## src/rtl/add_f_pkg.sv

```systemverilog
// Shared binary32 float definitions: field widths, special encodings, unpack helper.
// Latency: n/a (types, constants and a pure function only).
// Backpressure: n/a.
package add_f_pkg;

   localparam int WORD_W  = 32;
   localparam int EXP_W   = 8;
   localparam int FRAC_W  = 23;
   localparam int BIAS    = 127;
   // All-ones exponent field; any result exponent at or above this overflows.
   localparam int EXP_MAX = 2 * BIAS + 1;

   localparam logic [WORD_W-1:0] QNAN    = 32'h7FC0_0000;
   localparam logic [WORD_W-1:0] POS_INF = 32'h7F80_0000;
   localparam logic [WORD_W-1:0] NEG_INF = 32'hFF80_0000;

   typedef struct packed {
      logic              sign;
      logic [EXP_W-1:0]  exp;
      logic [FRAC_W:0]   mant;   // hidden bit included; zero when exp field is 0
      logic              zero;   // exp field 0: true zero or flushed subnormal
      logic              inf;
      logic              nan;
   } fp_t;

   function automatic fp_t fp_unpack(input logic [WORD_W-1:0] x);
      fp_t u;
      u.sign = x[WORD_W-1];
      u.exp  = x[FRAC_W +: EXP_W];
      u.zero = (u.exp == '0);
      u.inf  = (&u.exp) && (x[FRAC_W-1:0] == '0);
      u.nan  = (&u.exp) && (|x[FRAC_W-1:0]);
      u.mant = u.zero ? '0 : {1'b1, x[FRAC_W-1:0]};
      return u;
   endfunction

endpackage

```

## src/rtl/add_f_if.sv

```systemverilog
// Operand/result bundle for the float adder: in_valid/a/b towards the adder, out_valid/s back.
// Latency: n/a (wires only).
// Backpressure: none; the adder accepts an operand pair every cycle.
interface add_f_if;
   import add_f_pkg::*;

   logic              in_valid;
   logic [WORD_W-1:0] a;
   logic [WORD_W-1:0] b;
   logic              out_valid;
   logic [WORD_W-1:0] s;

   modport master (output in_valid, a, b, input  out_valid, s);
   modport slave  (input  in_valid, a, b, output out_valid, s);
endinterface

```

## src/rtl/add_f_lzc28.sv

```systemverilog
// Leading-zero counter over a 28-bit word (normalize shift amount for float units).
// Latency: combinational.  Ports: data (28b in), cnt (5b out, 28 when data is all zero).
// Backpressure: n/a.
module lzc28 (
   input  logic [27:0] data,
   output logic [4:0]  cnt
);

   // Scan upwards so the highest set bit is the last to write cnt.
   always_comb begin
      cnt = 5'd28;
      for (int i = 0; i < 28; i++) begin
         if (data[i]) cnt = 5'(27 - i);
      end
   end

endmodule

```

## src/rtl/add_f.sv

```systemverilog
// binary32 adder, round-to-nearest-even, subnormals flushed to zero on input and output.
// Latency: 1 cycle (full datapath combinational into the s/out_valid register).
// Backpressure: none; one operation per cycle.  Ports: clk, rst (sync, high), bus (slave).
module add_f
   import add_f_pkg::*;
(
   input  logic   clk,
   input  logic   rst,
   add_f_if.slave bus
);

   fp_t               ua, ub;
   logic [EXP_W-1:0]  aexp, bexp;
   logic              a_ge_b;
   logic              l_sign, s_sign;
   logic [EXP_W-1:0]  l_exp, s_exp, ediff;
   logic [FRAC_W:0]   l_mant, s_mant;
   logic [4:0]        shamt;
   logic [49:0]       sh;
   logic [26:0]       lop, sop;
   logic [27:0]       sum, smant;
   logic [4:0]        lz;
   logic signed [9:0] sexp, rexp;
   logic [23:0]       mant;
   logic              g, r, st, rnd_up;
   logic [24:0]       mant_r;
   logic [22:0]       frac_out;
   logic [WORD_W-1:0] res;

   lzc28 u_lzc (.data(sum), .cnt(lz));

   always_comb begin
      ua     = fp_unpack(bus.a);
      ub     = fp_unpack(bus.b);
      aexp   = ua.exp;
      bexp   = ub.exp;

      // Magnitude order follows directly from the {exp, frac} bit pattern.
      a_ge_b = (bus.a[30:0] >= bus.b[30:0]);
      l_sign = a_ge_b ? ua.sign : ub.sign;
      l_exp  = a_ge_b ? ua.exp  : ub.exp;
      l_mant = a_ge_b ? ua.mant : ub.mant;
      s_sign = a_ge_b ? ub.sign : ua.sign;
      s_exp  = a_ge_b ? ub.exp  : ua.exp;
      s_mant = a_ge_b ? ub.mant : ua.mant;

      // Align: beyond 26 places the smaller operand is pure sticky either way.
      ediff  = l_exp - s_exp;
      shamt  = (ediff > 8'd26) ? 5'd26 : ediff[4:0];
      sh     = {s_mant, 26'b0} >> shamt;
      lop    = {l_mant, 3'b000};
      sop    = {sh[49:24], |sh[23:0]};   // {mant, guard, round, sticky}

      sum    = (l_sign == s_sign) ? ({1'b0, lop} + {1'b0, sop})
                                  : ({1'b0, lop} - {1'b0, sop});

      // Counting zeros over 28 bits folds the carry-out case in: lz=0 means
      // a right shift by one relative to the 27-bit frame, hence the +1.
      smant  = sum << lz;
      sexp   = $signed({2'b00, l_exp}) + 10'sd1 - $signed({5'b00000, lz});

      mant   = smant[27:4];
      g      = smant[3];
      r      = smant[2];
      st     = |smant[1:0];
      rnd_up = g & (r | st | mant[0]);
      mant_r = {1'b0, mant} + {24'b0, rnd_up};
      rexp   = mant_r[24] ? (sexp + 10'sd1) : sexp;
      frac_out = mant_r[24] ? mant_r[23:1] : mant_r[22:0];

      res = '0;
      if (ua.nan || ub.nan) begin
         res = QNAN;
      end else if (ua.inf && ub.inf) begin
         res = (ua.sign != ub.sign) ? QNAN : bus.a;
      end else if (ua.inf) begin
         res = bus.a;
      end else if (ub.inf) begin
         res = bus.b;
      end else if (ua.zero && ub.zero) begin
         res = {ua.sign & ub.sign, 31'b0};
      end else if (ua.zero) begin
         res = bus.b;
      end else if (ub.zero) begin
         res = bus.a;
      end else if (sum == '0) begin
         res = '0;                                   // exact cancellation is +0
      end else if (rexp >= $signed(10'(EXP_MAX))) begin
         res = l_sign ? NEG_INF : POS_INF;
      end else if (rexp <= 10'sd0) begin
         res = {l_sign, 31'b0};
      end else begin
         res = {l_sign, rexp[7:0], frac_out};
      end
   end

   always_ff @(posedge clk) begin
      if (rst) begin
         bus.out_valid <= 1'b0;
         bus.s         <= '0;
      end else begin
         bus.out_valid <= bus.in_valid;
         if (bus.in_valid) bus.s <= res;
      end
   end

endmodule

```

## src/flat_wrapper.sv

```systemverilog
// flat-port wrapper written by rule: the top's interface ports become plain ports
module add_f_flat import add_f_pkg::*;
  (clk, rst, bus_in_valid, bus_a, bus_b, bus_out_valid, bus_s);
  add_f_if bus_i ();
  input  logic clk;
  input  logic rst;
  input wire logic [$bits(bus_i.in_valid)-1:0] bus_in_valid;
  input wire logic [$bits(bus_i.a)-1:0] bus_a;
  input wire logic [$bits(bus_i.b)-1:0] bus_b;
  output wire logic [$bits(bus_i.out_valid)-1:0] bus_out_valid;
  output wire logic [$bits(bus_i.s)-1:0] bus_s;
  assign bus_i.in_valid = bus_in_valid;
  assign bus_i.a = bus_a;
  assign bus_i.b = bus_b;
  assign bus_out_valid = bus_i.out_valid;
  assign bus_s = bus_i.s;
  add_f u_core (.clk(clk), .rst(rst), .bus(bus_i));
endmodule
```

## config.mk

```make
export PLATFORM = sky130hd
export DESIGN_NAME = add_f_flat
export DESIGN_NICKNAME = d
export VERILOG_FILES = /design/src/rtl/add_f_pkg.sv /design/src/rtl/add_f_if.sv /design/src/rtl/add_f_lzc28.sv /design/src/rtl/add_f.sv /design/src/flat_wrapper.sv
export SDC_FILE = /design/constraint.sdc
export NUM_CORES = 1
export LEC_CHECK = 0
export ABC_AREA = 1
export CAP_MARGIN = 20
export CORE_UTILIZATION = 45
export DETAILED_ROUTE_END_ITERATION = 7
export GPL_ROUTABILITY_DRIVEN = 0
export HOLD_SLACK_MARGIN = 0.1
export SLEW_MARGIN = 20
export SYNTH_ARGS = -nofsm -noshare
export SYNTH_HDL_FRONTEND = slang
export SYNTH_SLANG_ARGS = --single-unit
```

## constraint.sdc

```tcl
create_clock -name clk -period 14.2 [get_ports clk]
set_clock_uncertainty 0.2 [all_clocks]
set_input_delay 2.13 -clock clk [delete_from_list [all_inputs] [get_ports clk]]
set_output_delay 2.13 -clock clk [all_outputs]
set_load 0.05 [all_outputs]
```

==> impl_metrics.env <==
export IMPL_cp_data_required_time_ns=14.20
export IMPL_pwr_share_comb=0.879
export IMPL_rows=59
export IMPL_num_io_pins=100
export IMPL_drtIter0Drc=1773
export IMPL_cts_clk_slew_worst_paths_ns=0.05
export IMPL_diodes=0
export IMPL_cts_tree="done"
export IMPL_synth_seq_cells=33
export IMPL_dp_final_hpwl_um=38230
export IMPL_clk_latency_ns=0.27
export IMPL_swShare=0.6279
export IMPL_ant_nets=0
export IMPL_reg2reg_depth=4
export IMPL_maxSlewHeadroom=0.3651
export IMPL_drive_gt1_frac=0.07564
export IMPL_post_place_ws_ns=-0.04852
export IMPL_synthAdderAreaFrac=0.09544
export IMPL_switchingPower_w=0.001304
export IMPL_avgRoutedWirePerCell_um=17.15
export IMPL_synth_edf_count=0
export IMPL_synth_fp_nets=2499
export IMPL_grt_max_degree=57
export IMPL_hold_start="u_core.bus.s[9]$_SDFFE_PP0P_"
export IMPL_dp_cells=2707
export IMPL_layoutNonFillerInstCount=2728
export IMPL_ys_seq_area_frac=0.05407
export IMPL_synth_compound_area_share=0.1466
export IMPL_synth_warnings=0
export IMPL_synth_top_family_by_area="simple AND/OR/NAND/NOR gates"
export IMPL_rrSetupSlack_ns=13.28
export IMPL_dr_pass1_iters=6
export IMPL_hold_violations=0
export IMPL_dieArea_um2=27810
export IMPL_crit_path_max_fanout=26
export IMPL_final_setup_viol_count=0
export IMPL_postPlaceCellArea_um2=13370
export IMPL_cpMostUsedCell="nand2_1"
export IMPL_nets=2551
export IMPL_cp_arrival_ns=13.29
export IMPL_final_cell_mix="nand2_1 (699), nand3_1 (371), inv_1 (294), nor2_1 (206), a21oi_1 (101)"
export IMPL_dr_max_layer_used="met4"
export IMPL_die_height_um=166.8
export IMPL_leakagePower_nw=7.276
export IMPL_worst_setup_path_type="input pin to flop"
export IMPL_min_path_type="flop to flop"
export IMPL_fin_hold_ws_ns=0.2660
export IMPL_synthFlopType="dfxtp_1"
export IMPL_cts_buffers=5
export IMPL_grt_pass1_vias=13840
export IMPL_grt_use_total=0.3242
export IMPL_final_common_cell="nand2_1"
export IMPL_via_per_inst=5.698
export IMPL_yosys_area_share_simple=0.5252
export IMPL_power_density_nw_per_um2=149.6
export IMPL_drv_slew=0
export IMPL_synth_async_reset_ratio=0
export IMPL_start_kind="input pin"
export IMPL_fin_util=0.5267
export IMPL_syn_area_per_cell_um2=5.221
export IMPL_initial_utilization=0.4636
export IMPL_cp_end_kind="flop"
export IMPL_area_delta_synth_final_pct=13.60
export IMPL_seqPwrFrac=0.067
export IMPL_min_period_over_period=0.9355
export IMPL_worst_path_largest_cell_delay_ns=0.56
export IMPL_p_int_w=0.0007724
export IMPL_finalCriticalPeriod_ns=13.28
export IMPL_clock_path_buffers=2
export IMPL_wl_met1_um=21350
export IMPL_fmax_mhz=75.28
export IMPL_cts_sink_count=33
export IMPL_yosysUniqueCellTypes=64
export IMPL_cap_violations=0
export IMPL_status="finished clean"
export IMPL_slowest_stage="clkdlybuf4s50_1"
export IMPL_wl_um=46800
export IMPL_htreeDepth=2
export IMPL_setup_worst_path_start="bus_b[25]"
export IMPL_setup_slack_ns=0.9161
export IMPL_grt_pass1_wl_um=73030
export IMPL_reg2reg_to="u_core.bus.s[24]$_SDFFE_PP0P_"
export IMPL_synthXorXnorAreaFrac=0.03646
export IMPL_wl_met2_um=19640
export IMPL_crit_end="u_core.bus.s[18]$_SDFFE_PP0P_"
export IMPL_final_cell_area_um2=13880
export IMPL_ir_drop_v=0.0001428
export IMPL_syn_cell_area_um2=12220
export IMPL_muxShareOfSynthArea=0
export IMPL_grt_overflow_total=0
export IMPL_worst_slew_pin_slew_ns=0.9423
export IMPL_root_buffer="clkbuf_16"
export IMPL_syn_inst=2340
export IMPL_die_w_um=166.8
export IMPL_port_buffers=99
export IMPL_vias=15540
export IMPL_met3WireLength_um=3641
export IMPL_pwr_share_clk=0.054
export IMPL_antenna_found_initial=0
export IMPL_core_um2=26350
export IMPL_remaining_drc_errors=0
export IMPL_r2r_start="u_core.bus.s[24]$_SDFFE_PP0P_"
-- per-stage QoR --
stage / power (W) / TNS (ns)
2_1_floorplan: 0.001425 / 0
3_3_place_gp: 0.001861 / 0
3_5_place_dp: 0.001864 / -0.2621
4_1_cts: 0.001989 / 0
5_1_grt: 0.002272 / -1.980
6_report: 0.002076 / 0
-- worst max-delay path: cells and delay by family --
| kind | cells | cell delay, ns |
|---|---|---|
| xor gates and xnor gates | 3 | 0.55 |
| buffers and inverters | 9 | 1.32 |
| and+or+nand+nor | 49 | 5.37 |
| AOI/OAI and AO/OA | 16 | 2.64 |
| adders and majority gates | 4 | 1.28 |
-- synth_stat cells (6+ instances only) --
library cell,n,area share
nor2_1,213,0.065
buf_4,12,0.0074
nor3_1,10,0.0041
xor2_1,37,0.027
nand4_1,56,0.029
clkbuf_1,41,0.013
buf_2,29,0.012
nand3_2,11,0.0090
ha_1,90,0.092
nand2_1,699,0.21
a21oi_1,102,0.042
nor2_4,8,0.0074
o21ai_1,34,0.014
buf_1,6,0.0018
nand3_1,374,0.15
nor4_1,9,0.0046
xnor2_1,12,0.0086
a221oi_1,24,0.017
inv_2,27,0.0083
nand3b_1,6,0.0037
nor2_2,9,0.0046
and2_1,7,0.0036
o21ai_0,95,0.039
nand2_2,18,0.0092
inv_1,296,0.091
buf_6,6,0.0055
dfxtp_1,33,0.054
-- cells by family (layout without fill, tap and decap cells) --
logic type                 count (synthesis)  in the layout
adders and majority gates                 92             92
and+or+nand+nor                         1436           1438
DFF                                       33             33
xor gates and xnor gates                  50             50
buffers and inverters                    424            475
AOI/OAI and AO/OA                        305            305
-- registers in the layout (all words and copies together), names as in the netlist --
signal,count
u_core.bus.out_valid,1
u_core.bus.s,32
-- power by group through the flow --
stage                     clock [W]  combinational [W]  sequential (W)
after floorplan                   0            0.00120        0.000227
after global placement            0            0.00172        0.000140
after detailed placement          0            0.00172        0.000139
after CTS                  0.000113            0.00174        0.000138
after global routing       0.000119            0.00201        0.000141
final                      0.000112            0.00183        0.000138
-- how the worst min path moves through the flow --
| stage | depth (start not counted) | slack, ns | endpoint |
|---|---|---|---|
| global route | 2 | 0.29 | u_core.bus.s[10]$_SDFFE_PP0P_ |
| global placement | 2 | 0.25 | u_core.bus.s[18]$_SDFFE_PP0P_ |
| finish | 2 | 0.27 | u_core.bus.s[9]$_SDFFE_PP0P_ |
| CTS | 2 | 0.26 | u_core.bus.s[9]$_SDFFE_PP0P_ |
| floorplan | 2 | 0.49 | u_core.bus.s[0]$_SDFFE_PP0P_ |
| detailed placement | 2 | 0.25 | u_core.bus.s[9]$_SDFFE_PP0P_ |
-- area by class of cell --
cell class,count,area [um2]
fill,2813,12470
multi-input combinational,1885,10070
timing repair buffer,138,1318
inverter,329,1250
sequential,33,660.6
tap,335,419.2
clock buffer,7,152.6
clock inverter,1,5.005
-- metal layers --
layer  global-route usage  vias up
li1                     -     7751
met1               0.4619     6921
met2               0.5015      763
met3              0.02614      108
met4               0.1296        0
met5                    0        -
-- what timing repair did --
item	in CTS	in global routing
setup buffers	0	11
resized for setup	0	61
endpoints found under the setup margin	0	31
hold buffers	0	0
(Power assumes the default switching activity.)
